`src/rtl/framer_pkg.sv`:
```
// Shared constants and FSM state encoding for the UART sample framer.
package framer_pkg;

    localparam int unsigned SAMPLE_W              = 16;
    localparam int unsigned DEFAULT_TIMEOUT_TICKS = 4096;

    typedef enum logic [1:0] {
        ST_FILL_LO = 2'd0,
        ST_FILL_HI = 2'd1,
        ST_FULL    = 2'd2
    } state_e;

endpackage

```
`src/rtl/sample_ram.sv`:
```
// Simple dual-port sample RAM: one write port, one synchronous-read port.
// Only the read data register is reset; the array itself is not.
module sample_ram
    import framer_pkg::*;
#(
    parameter int unsigned DEPTH  = 256,
    parameter int unsigned ADDR_W = 8
) (
    input  logic                i_clk,
    input  logic                i_rst_n,
    input  logic                i_wr_en,
    input  logic [ADDR_W-1:0]   i_wr_addr,
    input  logic [SAMPLE_W-1:0] i_wr_data,
    input  logic [ADDR_W-1:0]   i_rd_addr,
    output logic [SAMPLE_W-1:0] o_rd_data
);

    logic [SAMPLE_W-1:0] r_mem [DEPTH];
    logic [SAMPLE_W-1:0] r_rd_data;

    always_ff @(posedge i_clk) begin
        if (i_wr_en) begin
            r_mem[i_wr_addr] <= i_wr_data;
        end
    end

    always_ff @(posedge i_clk or negedge i_rst_n) begin
        if (!i_rst_n) begin
            r_rd_data <= '0;
        end else begin
            r_rd_data <= r_mem[i_rd_addr];
        end
    end

    assign o_rd_data = r_rd_data;

endmodule

```
`src/rtl/uart_sample_framer.sv`:
```
// Pairs UART bytes into little-endian 16-bit samples and buffers one frame for the FFT stage.
// Optional inter-byte timeout enabled by defining FRAMER_TIMEOUT_EN.
module uart_sample_framer
    import framer_pkg::*;
#(
    parameter int unsigned N_SAMPLES     = 256,
    parameter int unsigned ADDR_W        = 8,
    parameter int unsigned TIMEOUT_TICKS = DEFAULT_TIMEOUT_TICKS
) (
    input  logic                i_clk,
    input  logic                i_rst_n,
    input  logic                i_rx_flag,
    input  logic [15:0]         i_rx_byte,
    output logic                o_frame_ready,
    input  logic                i_frame_ack,
    input  logic [ADDR_W-1:0]   i_rd_addr,
    output logic [SAMPLE_W-1:0] o_rd_data,
    output logic                o_overrun,
    output logic                o_sync_err,
    output logic [ADDR_W:0]     o_fill_count
);

    state_e            r_state;
    state_e            w_state_next;
    logic              r_rx_flag_prev;
    logic              w_accept;
    logic [7:0]        r_low_byte;
    logic [ADDR_W-1:0] r_wr_ptr;
    logic [ADDR_W:0]   r_fill_count;
    logic              r_overrun;
    logic              w_last_sample;
    logic              w_timeout;
    logic              w_latch_low;
    logic              w_wr_en;
    logic              w_ack;
    logic              w_overrun_set;
    logic              w_unused;

    // Falling edge of the idle-high strobe; a held-low strobe counts once.
    assign w_accept      = r_rx_flag_prev & ~i_rx_flag;
    assign w_last_sample = (r_wr_ptr == ADDR_W'(N_SAMPLES - 1));
    assign w_unused      = ^{i_rx_byte[15:8], 1'(TIMEOUT_TICKS)};

    always_ff @(posedge i_clk or negedge i_rst_n) begin
        if (!i_rst_n) begin
            r_state        <= ST_FILL_LO;
            r_rx_flag_prev <= 1'b1;
        end else begin
            r_state        <= w_state_next;
            r_rx_flag_prev <= i_rx_flag;
        end
    end

    always_comb begin
        w_state_next = r_state;
        unique case (r_state)
            ST_FILL_LO: begin
                if (w_accept) w_state_next = ST_FILL_HI;
            end
            ST_FILL_HI: begin
                if (w_timeout) begin
                    w_state_next = w_accept ? ST_FILL_HI : ST_FILL_LO;
                end else if (w_accept) begin
                    w_state_next = w_last_sample ? ST_FULL : ST_FILL_LO;
                end
            end
            ST_FULL: begin
                if (i_frame_ack) w_state_next = ST_FILL_LO;
            end
            default: w_state_next = ST_FILL_LO;
        endcase
    end

    always_comb begin
        w_latch_low   = 1'b0;
        w_wr_en       = 1'b0;
        w_ack         = 1'b0;
        w_overrun_set = 1'b0;
        o_frame_ready = 1'b0;
        unique case (r_state)
            ST_FILL_LO: w_latch_low = w_accept;
            ST_FILL_HI: begin
                // On a timeout cycle the incoming byte restarts the pair as a new low byte.
                w_latch_low = w_accept & w_timeout;
                w_wr_en     = w_accept & ~w_timeout;
            end
            ST_FULL: begin
                o_frame_ready = 1'b1;
                w_ack         = i_frame_ack;
                w_overrun_set = w_accept & ~i_frame_ack;
            end
            default: ;
        endcase
    end

    always_ff @(posedge i_clk or negedge i_rst_n) begin
        if (!i_rst_n) begin
            r_low_byte   <= '0;
            r_wr_ptr     <= '0;
            r_fill_count <= '0;
            r_overrun    <= 1'b0;
        end else begin
            if (w_latch_low) begin
                r_low_byte <= i_rx_byte[7:0];
            end
            if (w_wr_en) begin
                r_wr_ptr     <= r_wr_ptr + ADDR_W'(1);
                r_fill_count <= r_fill_count + (ADDR_W + 1)'(1);
            end
            if (w_ack) begin
                r_wr_ptr     <= '0;
                r_fill_count <= '0;
                r_overrun    <= 1'b0;
            end else if (w_overrun_set) begin
                r_overrun <= 1'b1;
            end
        end
    end

`ifdef FRAMER_TIMEOUT_EN
    localparam int unsigned TO_W = $clog2(TIMEOUT_TICKS) + 1;

    logic [TO_W-1:0] r_to_cnt;
    logic            r_sync_err;

    assign w_timeout = (r_state == ST_FILL_HI) && (r_to_cnt == TO_W'(TIMEOUT_TICKS - 1));

    always_ff @(posedge i_clk or negedge i_rst_n) begin
        if (!i_rst_n) begin
            r_to_cnt   <= '0;
            r_sync_err <= 1'b0;
        end else begin
            r_sync_err <= w_timeout;
            if ((r_state == ST_FILL_HI) && (w_state_next == ST_FILL_HI) && !w_timeout) begin
                r_to_cnt <= r_to_cnt + TO_W'(1);
            end else begin
                r_to_cnt <= '0;
            end
        end
    end

    assign o_sync_err = r_sync_err;
`else
    assign w_timeout  = 1'b0;
    assign o_sync_err = 1'b0;
`endif

    assign o_overrun    = r_overrun;
    assign o_fill_count = r_fill_count;

    sample_ram #(
        .DEPTH  (N_SAMPLES),
        .ADDR_W (ADDR_W)
    ) u_sample_ram (
        .i_clk     (i_clk),
        .i_rst_n   (i_rst_n),
        .i_wr_en   (w_wr_en),
        .i_wr_addr (r_wr_ptr),
        .i_wr_data ({i_rx_byte[7:0], r_low_byte}),
        .i_rd_addr (i_rd_addr),
        .o_rd_data (o_rd_data)
    );

endmodule

```
`config.mk`:
```
export PLATFORM = sky130hd
export DESIGN_NAME = uart_sample_framer
export DESIGN_NICKNAME = d
export VERILOG_FILES = /design/src/rtl/framer_pkg.sv /design/src/rtl/sample_ram.sv /design/src/rtl/uart_sample_framer.sv
export SDC_FILE = /design/constraint.sdc
export NUM_CORES = 2
export LEC_CHECK = 0
export CORE_ASPECT_RATIO = 0.5
export CORE_UTILIZATION = 39
export CTS_BUF_LIST = sky130_fd_sc_hd__clkbuf_2
export CTS_CLUSTER_DIAMETER = 100
export DETAILED_ROUTE_END_ITERATION = 8
export RECOVER_POWER = 25
export SLEW_MARGIN = 20
export SYNTH_ARGS = -nofsm -noshare
export SYNTH_HDL_FRONTEND = slang
export SYNTH_SLANG_ARGS = --single-unit
export TNS_END_PERCENT = 20
```
`constraint.sdc`:
```
create_clock -name i_clk -period 9.55 [get_ports i_clk]
set_input_delay 2.3875 -clock i_clk [delete_from_list [all_inputs] [get_ports i_clk]]
set_output_delay 2.3875 -clock i_clk [all_outputs]
set_load 0.02 [all_outputs]
```
==> flow_metrics.env <==
export IMPL_synth_net_count=7558
export IMPL_track_usage_pct=20.35
export IMPL_holdPathStages=2
export IMPL_synth_cells=7525
export IMPL_grt_pass1_wl_um=603800
export IMPL_initial_core_util_pct=39.39
export IMPL_drt_iter0_drc=10270
export IMPL_min_period_over_period_pct=75.01
export IMPL_fin_tns_setup_ps=0
export IMPL_clk_path_buf_depth=4
export IMPL_grt_pass1_vias=81560
export IMPL_h_tree_depth=6
export IMPL_cts_setup_buffers=0
export IMPL_powerDensity_mw_per_mm2=205.2
export IMPL_drv_cap=28
export IMPL_synth_area_leaders="edfxtp_1 (77%), mux4_2 (11%), mux2i_1 (3.7%)"
export IMPL_critPathBufInv=2
export IMPL_p_clk_share_pct=30.7
export IMPL_cts_resized=0
export IMPL_cts_buffers=922
export IMPL_yosys_area_top_type_share_pct=76.86
export IMPL_insertion_delay_ps=2050
export IMPL_p_int_mw=26.49
export IMPL_switching_share_pct=26.77
export IMPL_fin_util_pct=43.38
export IMPL_gp_congestion=0.8822
export IMPL_dp_hpwl_um=248400
export IMPL_min_period_ps=7164
export IMPL_port_buffers=46
export IMPL_pin_count=56
export IMPL_syn_avg_cell_area_um2=21.27
export IMPL_holdBufCountCts=0
export IMPL_finalWirelength_um=432500
export IMPL_cts_tree="built"
export IMPL_worstPathArrival_ps=8340
export IMPL_rr_worst_depth=1
export IMPL_routedWlPerCell_um=29.68
export IMPL_worst_pin_slew_ps=6131
export IMPL_die_x_um=907.9
export IMPL_switching_power_mw=9.681
export IMPL_overflow=0
export IMPL_first_pass_iters=7
export IMPL_worstPathCellList="clkbuf_1 -> clkbuf_1"
export IMPL_async_flop_share_pct=1.087
export IMPL_cp_top_family="buffers and inverters"
export IMPL_r2r_start="r_low_byte[2]$_DFFE_PN0P_"
export IMPL_syn_area_mm2=0.1600
export IMPL_combinationalPowerShare_pct=8.7
export IMPL_vias=82430
export IMPL_mostFrequentLayoutCell="edfxtp_1"
export IMPL_reg2reg_to="u_sample_ram.r_mem[209][2]$_DFFE_PP_"
export IMPL_final_nets=8465
export IMPL_power_total_mw=36.17
export IMPL_peakVddDrop_v=0.0002345
export IMPL_rsz0062_at_grt="no"
export IMPL_grt_antenna_before_repair=40
export IMPL_max_freq_mhz=139.6
export IMPL_ys_flop_type="edfxtp_1"
export IMPL_min_to="o_overrun$_DFFE_PN0P_"
export IMPL_die_h_um=455.0
export IMPL_drv_slew=2135
export IMPL_fill_cells=35440
export IMPL_final_cell_count_no_fill=14570
export IMPL_regToRegSetupSlack_ps=3220
export IMPL_cp_common_cell="clkbuf_1"
export IMPL_crit_required_ps=10720
export IMPL_cp_start_kind="primary input"
export IMPL_crit_fanout=95
export IMPL_final_cell_mix="edfxtp_1 (4,096), clkbuf_2 (1,400), mux4_2 (809), mux2i_1 (592), buf_4 (354)"
export IMPL_holdCritStartpoint="o_overrun$_DFFE_PN0P_"
export IMPL_leakagePower_nw=56.94
export IMPL_critPathSlowestCell="clkbuf_1"
export IMPL_rows=165
export IMPL_vias_per_cell=5.657
export IMPL_status="finished with violations"
export IMPL_yosys_area_top_type="edfxtp_1"
export IMPL_synth_seq_cells=4141
export IMPL_die_area_mm2=0.4130
export IMPL_coreArea_mm2=0.4063
export IMPL_grt_max_degree=184
export IMPL_cts_root_buffer="clkbuf_2"
export IMPL_yosysSeqAreaShare_pct=77.56
export IMPL_hp_class="reg -> reg"
export IMPL_layout_drive_gt1_share_pct=29.80
export IMPL_setup_viol=0
export IMPL_power_frac_seq_pct=60.6
export IMPL_area_growth_pct=10.13
export IMPL_endpoint_kind="flop"
export IMPL_hold_slack_ps=506.9
export IMPL_placed_cells=12930
export IMPL_clkTransAtPathRegs_ps=110
export IMPL_violations="capacitance limit, slew limit"
export IMPL_synth_edf_count=4096
export IMPL_drtAntennaViolNets=0
export IMPL_yosysWarnings=0
export IMPL_drc=0
export IMPL_worstSetupPathType="in -> reg"
export IMPL_ys_types=63
export IMPL_relSlewSlack_pct=-308.7
export IMPL_skew_ps=204.1
export IMPL_hold_viol=0
export IMPL_slowest_delay_ps=3330
export IMPL_cts_sinks=4141
==> worst max-delay path by stage <==
stage	cells after the start	slack, ps	start	to
finish	2	2390	i_rx_byte[4]	u_sample_ram.r_mem[208][12]$_DFFE_PP_
detailed placement	8	2470	i_rd_addr[6]	u_sample_ram.o_rd_data[13]$_DFF_PN0_
global route	2	2080	i_rx_byte[4]	u_sample_ram.r_mem[209][12]$_DFFE_PP_
floorplan	8	4590	i_rx_flag	u_sample_ram.r_mem[223][0]$_DFFE_PP_
global placement	9	2650	i_rd_addr[2]	u_sample_ram.o_rd_data[8]$_DFF_PN0_
CTS	2	3480	r_state[1]$_DFFE_PN0P_	o_frame_ready
==> power groups by stage <==
stage	Clock, mW	Sequential (mW)	Combinational, mW
4_1_cts	11.4	21.8	3.08
3_5_place_dp	0	22.3	3.08
3_3_place_gp	0	22.2	2.99
5_1_grt	12.2	22.0	3.28
2_1_floorplan	0	22.8	1.06
6_report	11.1	21.9	3.13
==> registers in the layout (all words and copies together), names as in the netlist <==
| signal | cells |
|---|---|
| o_fill_count | 9 |
| u_sample_ram.r_mem | 4096 |
| r_state | 2 |
| r_rx_flag_prev | 1 |
| r_wr_ptr | 8 |
| u_sample_ram.o_rd_data | 16 |
| r_low_byte | 8 |
| o_overrun | 1 |
==> cells by family (layout without fill, tap and decap cells) <==
logic type | Yosys count | in the layout | synth area share [%]
AOI/OAI and AO/OA | 669 | 669 | 3.009
and+or+nand+nor | 818 | 818 | 2.328
other | 1 | 22 | 0.002343
muxes | 1414 | 1414 | 15.22
buffers and inverters | 465 | 2063 | 1.775
xor gates and xnor gates | 12 | 12 | 0.06568
adders and majority gates | 5 | 5 | 0.03909
DFF | 4141 | 4141 | 77.56
==> synthesized netlist by cell type, types with 19 or more instances <==
library cell	count
a211oi_1	45
a21oi_1	99
a221oi_1	31
a22o_1	31
a22oi_1	29
buf_1	47
buf_2	69
buf_4	64
buf_6	50
buf_8	19
clkbuf_1	198
dfrtp_1	44
edfxtp_1	4096
mux2i_1	592
mux4_2	809
nand2_1	82
nand3_1	32
nand4_1	25
nor2_1	370
nor3_1	202
nor4_1	32
o21ai_0	45
o221ai_1	187
o22ai_1	164
==> per-layer routing <==
layer / global-route usage [%] / vias to the layer above / wire length, um
met1: 28.65 / 43400 / 179200
met2: 31.25 / 4129 / 198800
li1: - / 34110 / -
met4: 7.531 / 26 / 15400
met5: 0 / - / 188
met3: 4.646 / 765 / 38930
==> metrics by stage <==
step / setup WS, ps / cell area [um^2]
2_1_floorplan: 4585 / 160000
3_3_place_gp: 2649 / 168000
3_5_place_dp: 2471 / 168000
4_1_cts: 3477 / 176300
5_1_grt: 2081 / 176200
6_report: 2386 / 176200
==> final cells by class <==
class | instances | area, um^2 | area share, %
antenna | 21 | 52.55 | 0.02982
clock buffer | 1399 | 7002 | 3.973
clock inverter | 216 | 1255 | 0.7121
inverter | 7 | 38.79 | 0.02201
multi-input combinational | 2919 | 33260 | 18.87
sequential | 4141 | 124100 | 70.43
tap | 5427 | 6790 | 3.853
timing repair buffer | 441 | 3720 | 2.111
Note: power is estimated with default switching activity, not from simulation.
